$ cat src/rtl/status_display_ctrl_if.sv
// Status-in / HEX-out bundle between the pipeline status outputs, the display sequencer and the board pins.
interface status_display_ctrl_if;
  logic       stall;
  logic       exception;
  logic       PC_unvalid;
  logic       clear;
  logic [6:0] HEX2;
  logic [6:0] HEX1;
  logic [6:0] HEX0;

  modport master (output stall, exception, PC_unvalid, clear, input HEX2, HEX1, HEX0);
  modport slave  (input stall, exception, PC_unvalid, clear, output HEX2, HEX1, HEX0);
endinterface

$ cat src/rtl/status_display_ctrl.sv
// 3-digit 7-seg status sequencer: counts stall/exception/PC_unvalid rising edges and rotates the display
// through each flagged event. Optional letter blink via `define STATUS_BLINK_EN.

// Per-event edge counter with sticky flag; clear wins, but a same-cycle edge still counts once.
module status_event_cnt #(
  parameter int CNT_MAX = 99
) (
  input  logic       clk,
  input  logic       rst,
  input  logic       ev,
  input  logic       clr,
  output logic [6:0] cnt,
  output logic       flag
);
  logic       prev_q;
  logic [6:0] cnt_q, cnt_d;
  logic       flag_q, flag_d;
  logic       ev_edge;

  assign ev_edge = ev & ~prev_q;

  always_comb begin
    cnt_d  = cnt_q;
    flag_d = flag_q;
    if (clr) begin
      cnt_d  = ev_edge ? 7'd1 : 7'd0;
      flag_d = ev_edge;
    end else if (ev_edge) begin
      cnt_d  = (cnt_q == 7'(CNT_MAX)) ? 7'(CNT_MAX) : cnt_q + 7'd1;
      flag_d = 1'b1;
    end
  end

  always_ff @(posedge clk or negedge rst) begin
    if (!rst) begin
      prev_q <= 1'b0;
      cnt_q  <= '0;
      flag_q <= 1'b0;
    end else begin
      prev_q <= ev;
      cnt_q  <= cnt_d;
      flag_q <= flag_d;
    end
  end

  assign cnt  = cnt_q;
  assign flag = flag_q;
endmodule

module status_display_ctrl #(
  parameter int DWELL_CYCLES = 50_000_000,
  parameter int CNT_MAX      = 99
) (
  input  logic                 clk,
  input  logic                 rst,
  status_display_ctrl_if.slave bus
);
  localparam int NUM_EV = 3;
  localparam int TW     = $clog2(DWELL_CYCLES);
  localparam logic [TW-1:0] LAST = TW'(DWELL_CYCLES - 1);
  localparam logic [6:0] BLANK = 7'b1111111;

  typedef enum logic [1:0] {IDLE, SHOW_S, SHOW_E, SHOW_U} state_e;

  logic [NUM_EV-1:0]      ev;
  logic [NUM_EV-1:0]      flag;
  logic [NUM_EV-1:0][6:0] cnt;

  // event index order is S=0, E=1, U=2, which is also the rotation order
  assign ev = {bus.PC_unvalid, bus.exception, bus.stall};

  for (genvar i = 0; i < NUM_EV; i++) begin : g_ev
    status_event_cnt #(.CNT_MAX(CNT_MAX)) u_cnt (
      .clk  (clk),
      .rst  (rst),
      .ev   (ev[i]),
      .clr  (bus.clear),
      .cnt  (cnt[i]),
      .flag (flag[i])
    );
  end

  // Nearest flagged index after 'from' in cyclic order; 'from' itself is the last resort.
  function automatic logic [1:0] next_flagged(input logic [2:0] f, input logic [1:0] from);
    logic [1:0] idx;
    next_flagged = from;
    for (int k = 3; k >= 1; k--) begin
      idx = 2'((int'(from) + k) % 3);
      if (f[idx]) next_flagged = idx;
    end
  endfunction

  function automatic state_e show_of(input logic [1:0] idx);
    case (idx)
      2'd0:    show_of = SHOW_S;
      2'd1:    show_of = SHOW_E;
      default: show_of = SHOW_U;
    endcase
  endfunction

  function automatic logic [6:0] seg(input logic [6:0] v);
    case (v)
      7'd0:    seg = 7'b1000000;
      7'd1:    seg = 7'b1111001;
      7'd2:    seg = 7'b0100100;
      7'd3:    seg = 7'b0110000;
      7'd4:    seg = 7'b0011001;
      7'd5:    seg = 7'b0010010;
      7'd6:    seg = 7'b0000010;
      7'd7:    seg = 7'b1111000;
      7'd8:    seg = 7'b0000000;
      7'd9:    seg = 7'b0010000;
      default: seg = BLANK;
    endcase
  endfunction

  state_e        state_q;
  logic [TW-1:0] timer_q;
  logic [1:0]    cur;

  always_comb begin
    case (state_q)
      SHOW_E:  cur = 2'd1;
      SHOW_U:  cur = 2'd2;
      default: cur = 2'd0;
    endcase
  end

  always_ff @(posedge clk or negedge rst) begin
    if (!rst) begin
      state_q <= IDLE;
      timer_q <= '0;
    end else begin
      case (state_q)
        IDLE: begin
          timer_q <= '0;
          if (|flag) state_q <= show_of(next_flagged(flag, 2'd2));
        end
        default: begin
          // a clear that drops the shown event preempts the dwell
          if (!flag[cur]) begin
            state_q <= IDLE;
            timer_q <= '0;
          end else if (timer_q == LAST) begin
            state_q <= show_of(next_flagged(flag, cur));
            timer_q <= '0;
          end else begin
            timer_q <= timer_q + 1'b1;
          end
        end
      endcase
    end
  end

  logic [6:0] sel_cnt, tens, ones;
  logic [6:0] hex2_q, hex2_d, hex1_q, hex1_d, hex0_q, hex0_d;

  always_comb begin
    sel_cnt = cnt[cur];
    tens    = sel_cnt / 7'd10;
    ones    = sel_cnt % 7'd10;
    hex2_d  = BLANK;
    hex1_d  = BLANK;
    hex0_d  = BLANK;
    if (state_q != IDLE) begin
      case (cur)
        2'd0:    hex2_d = 7'b0010010;
        2'd1:    hex2_d = 7'b0000110;
        default: hex2_d = 7'b1000001;
      endcase
`ifdef STATUS_BLINK_EN
      if (timer_q >= TW'(DWELL_CYCLES / 2)) hex2_d = BLANK;
`endif
      hex1_d = (tens == 7'd0) ? BLANK : seg(tens);
      hex0_d = seg(ones);
    end
  end

  always_ff @(posedge clk or negedge rst) begin
    if (!rst) begin
      hex2_q <= BLANK;
      hex1_q <= BLANK;
      hex0_q <= BLANK;
    end else begin
      hex2_q <= hex2_d;
      hex1_q <= hex1_d;
      hex0_q <= hex0_d;
    end
  end

  assign bus.HEX2 = hex2_q;
  assign bus.HEX1 = hex1_q;
  assign bus.HEX0 = hex0_q;
endmodule

$ cat src/flat_wrapper.sv
// flat-port wrapper written by rule: the top's interface ports become plain ports
module status_display_ctrl_flat 
#(
  parameter int DWELL_CYCLES = 50_000_000,
  parameter int CNT_MAX      = 99
)
  (clk, rst, bus_stall, bus_exception, bus_PC_unvalid, bus_clear, bus_HEX2, bus_HEX1, bus_HEX0);
  status_display_ctrl_if bus_i ();
  input  logic clk;
  input  logic rst;
  input wire logic [$bits(bus_i.stall)-1:0] bus_stall;
  input wire logic [$bits(bus_i.exception)-1:0] bus_exception;
  input wire logic [$bits(bus_i.PC_unvalid)-1:0] bus_PC_unvalid;
  input wire logic [$bits(bus_i.clear)-1:0] bus_clear;
  output wire logic [$bits(bus_i.HEX2)-1:0] bus_HEX2;
  output wire logic [$bits(bus_i.HEX1)-1:0] bus_HEX1;
  output wire logic [$bits(bus_i.HEX0)-1:0] bus_HEX0;
  assign bus_i.stall = bus_stall;
  assign bus_i.exception = bus_exception;
  assign bus_i.PC_unvalid = bus_PC_unvalid;
  assign bus_i.clear = bus_clear;
  assign bus_HEX2 = bus_i.HEX2;
  assign bus_HEX1 = bus_i.HEX1;
  assign bus_HEX0 = bus_i.HEX0;
  status_display_ctrl #(.DWELL_CYCLES(DWELL_CYCLES), .CNT_MAX(CNT_MAX)) u_core (.clk(clk), .rst(rst), .bus(bus_i));
endmodule
$ cat config.mk
export PLATFORM = sky130hd
export DESIGN_NAME = status_display_ctrl_flat
export DESIGN_NICKNAME = d
export VERILOG_FILES = /design/src/rtl/status_display_ctrl_if.sv /design/src/rtl/status_display_ctrl.sv /design/src/flat_wrapper.sv
export SDC_FILE = /design/constraint.sdc
export NUM_CORES = 1
export LEC_CHECK = 0
export ABC_AREA = 1
export BUFFER_PORTS_ARGS = -buffer_cell sky130_fd_sc_hd__buf_4
export CAP_MARGIN = 0
export CORE_ASPECT_RATIO = 1.75
export CORE_MARGIN = 2
export CORE_UTILIZATION = 40
export DETAILED_ROUTE_END_ITERATION = 8
export HOLD_SLACK_MARGIN = 0.02
export MAX_ROUTING_LAYER = met4
export PLACE_DENSITY = 0.6
export SLEW_MARGIN = 20
export SYNTH_ARGS = -nofsm -noshare
export SYNTH_HDL_FRONTEND = slang
export SYNTH_SLANG_ARGS = --single-unit
$ cat constraint.sdc
create_clock -name clk -period 5 [get_ports clk]
set_input_delay 0.25 -clock clk [delete_from_list [all_inputs] [get_ports clk]]
set_output_delay 0.25 -clock clk [all_outputs]
set_load 0.01 [all_outputs]
==> impl_summary.log <==
[metrics] height of the die: 151 um
[metrics] number of nets in the layout: 696
[metrics] worst slew slack as a fraction of its limit: 37.0%
[metrics] largest net degree at the start of global routing: 75
[metrics] largest area contributor in the netlist: dfrtp_1
[metrics] count of max-cap constraint violations: 0
[metrics] Yosys warning count: 0
[metrics] average instance area after synthesis: 7.91 um2
[metrics] setup repair after global routing missed its margin: no
[metrics] Slowest Stage Delay on Critical Path: 430 ps
[metrics] Slew @ Worst Pin: 945 ps
[metrics] share of layout cells above drive strength 1: 23.0%
[metrics] WS Path Type: flip-flop to flip-flop
[metrics] Inserted Clock Buffers: 9
[metrics] count of flip-flops with a built-in enable after synthesis: 0
[metrics] Horiz. Die Dim: 87.8 um
[metrics] residual antenna-violating net count after detailed routing: 0
[metrics] row count: 53
[metrics] Die Area: 0.0132 mm2
[metrics] final-report hold violation count: 0
[metrics] vias after detailed routing: 4146
[metrics] Worst path slowest cell: dfrtp_2
[metrics] H-tree depth: 3
[metrics] number of setup violations in the final report: 0
[metrics] initial antenna violation count: 0
[metrics] number of cells produced by synthesis: 622
[metrics] clock latency at the later pin of the worst-skew pair: 350 ps
[metrics] Syn Nets: 653
[metrics] drt first-iter violations: 166
[metrics] count of input and output buffers: 26
[metrics] worst clock skew on the final layout: 9.02 ps
[metrics] boundary pin count: 27
[metrics] clk sink count: 74
[metrics] effective utilization at floorplan: 41.0%
[metrics] Avg Vias per Cell: 4.97
[metrics] wire length per cell: 13.2 um
[metrics] Period Utilization, post-route: 94.2%
[metrics] WP data required: 5260 ps
[metrics] CTS Root Buffer Type: clkbuf_16
[metrics] critical path arrival: 4970 ps
[metrics] CP most frequent cell: nand2_2
[metrics] proportion of synthesized chip area in sequential cells: 38.1%
[metrics] Antenna Cells: 0
[metrics] startpoint class of the critical path: flip-flop
[metrics] number of global-route vias before repair: 4223
[metrics] number of design rule violations left after detail routing: 0
[metrics] Area Growth Syn to Fin: 17.8%
[metrics] flip-flop and latch count after synthesis: 74
[metrics] share of the synthesized area in the top cell type: 28.0%
[metrics] Fin Hold WS: 41.5 ps
[metrics] largest driver fanout on the critical path: 9
[metrics] DR pass1 iterations: 5
[metrics] R2R Setup Slk: 290 ps
[metrics] Worst path top cell family by delay: simple AND/OR/NAND/NOR gates
[metrics] leftover overflow at the end of global routing: 0
[metrics] Clock Tree Buf Depth: 2
[metrics] minimum period implied by the final worst setup slack: 4710 ps
[metrics] result of the run: complete, no violations
[metrics] path type of the worst min-delay path: input pin to async pin
[metrics] Worst Setup End Kind: flip-flop
[metrics] total count of max-transition violations in the final report: 0
[metrics] first-pass GRT wire length: 18700 um
[metrics] DP HPWL: 8400 um
[metrics] netlist area before placement: 0.00492 mm2
[metrics] GPL Wtd Cong: 0.937
[metrics] TritonCTS clock tree: yes
[metrics] count of cell types in the netlist: 47
[metrics] main area contributors after synthesis: dfrtp_1 28%, dfstp_2 10%, nand2_1 7.6%, inv_1 7.4%, ha_1 6.4%
[metrics] Std-Cell Core Area: 0.0120 mm2
[metrics] post-synthesis async set-or-reset flop share: 100%
[metrics] GR Util All Layers: 18.5%
[metrics] leading post-synthesis cells by instance count: 100 x nand2_1, 97 x inv_1, 59 x nor2_1, 55 x dfrtp_1, 43 x o21ai_0
[metrics] most repeated cell in the gate-level netlist after synthesis: nand2_1
[metrics] FMAX: 212 MHz
[metrics] Critical path buffers and inverters: 5
[metrics] wirelength, routed: 11000 um
[metrics] clock-pin transition on the worst setup and hold timing paths: 60 ps
[metrics] Most used DFF post-synth: dfrtp_1
through the flow:
step	instance area (um2)	instances	TNS (ps)	worst slack [ps]	util, %
4_1_cts	5720	833	0	37.3	47.7
6_report	5790	835	0	291	48.3
2_1_floorplan	4920	622	0	406	-
3_3_place_gp	5310	810	0	91.3	44.2
5_1_grt	5790	835	0	17.9	48.3
3_5_place_dp	5310	810	-1810	-217	44.2
worst paths after layout:
check | from | depth (start not counted) | end
min in group clk | bus_clear | 2 | u_core.g_ev[0].u_cnt.flag$_DFFE_PN0P_
hold / removal | rst | 1 | u_core.g_ev[2].u_cnt.cnt[2]$_DFFE_PN0P_
setup reg to reg | u_core.state_q[1]$_DFFE_PN0P_ | 34 | u_core.bus.HEX0[3]$_DFF_PN1_
max in group asynchronous | rst | 1 | u_core.state_q[1]$_DFFE_PN0P_
setup / recovery | u_core.state_q[1]$_DFFE_PN0P_ | 34 | u_core.bus.HEX0[3]$_DFF_PN1_
hold reg to reg | u_core.timer_q[0]$_DFF_PN0_ | 1 | u_core.timer_q[0]$_DFF_PN0_
what timing repair did:
action	4_1_cts	5_1_grt
hold buffers	3	0
hold endpoints to repair	3	0
pin swaps	3	2
setup buffers	4	2
setup endpoints to repair	13	14
resized for setup	5	11
registers in the layout, indices dropped and copies added (netlist names):
name,flops
u_core.g_ev.u_cnt.flag,3
u_core.bus.HEX1,7
u_core.timer_q,26
u_core.g_ev.u_cnt.prev_q,3
u_core.state_q,2
u_core.bus.HEX0,7
u_core.bus.HEX2,5
u_core.g_ev.u_cnt.cnt,21
kinds of logic after synthesis:
logic type	Yosys count	synth area share, %
AOI/OAI and AO/OA	110	12.5
and+or+nand+nor	285	31.8
buffers and inverters	118	9.36
DFF	74	38.1
xor gates and xnor gates	10	1.78
adders and majority gates	25	6.36
area by class of cell:
cell class | instances | area [um2]
Sequential cell | 74 | 1880
Clock inverter | 5 | 85.1
Clock buffer | 11 | 253
Tap cell | 165 | 206
Multi-Input combinational cell | 430 | 2650
Fill cell | 1186 | 6210
Timing Repair Buffer | 39 | 300
Inverter | 111 | 424
metal layers:
layer	share of wire, %	global-route usage [%]
met1	39	19.1
met3	2.5	3.56
met5	0	-
met2	54	32.9
met4	4.3	9.23
placed cells by master, fill, tap and decap left out, drive strengths merged, types with 2 or more instances in the layout:
cell type | synthesis | layout
bufinv | 0 | 2
a31oi | 4 | 4
nor3 | 19 | 19
inv | 110 | 110
nand4 | 10 | 10
o21ai | 50 | 50
o2bb2ai | 2 | 2
nor4 | 3 | 3
o31ai | 4 | 4
dfrtp | 55 | 55
nand2 | 126 | 126
ha | 25 | 25
xnor2 | 3 | 3
xor2 | 7 | 7
nand3b | 5 | 5
dfstp | 19 | 19
nand3 | 51 | 51
a211oi | 2 | 2
nor2 | 64 | 64
a21oi | 44 | 44
o211ai | 2 | 2
buf | 4 | 36
or2 | 2 | 2
clkinv | 1 | 3
dlygate4sd3 | 0 | 3
and2 | 2 | 2
clkbuf | 3 | 11
Power is left out: the tool's default activity adds up to more than one toggle a clock period on the data nets, which glitch-free logic cannot reach.
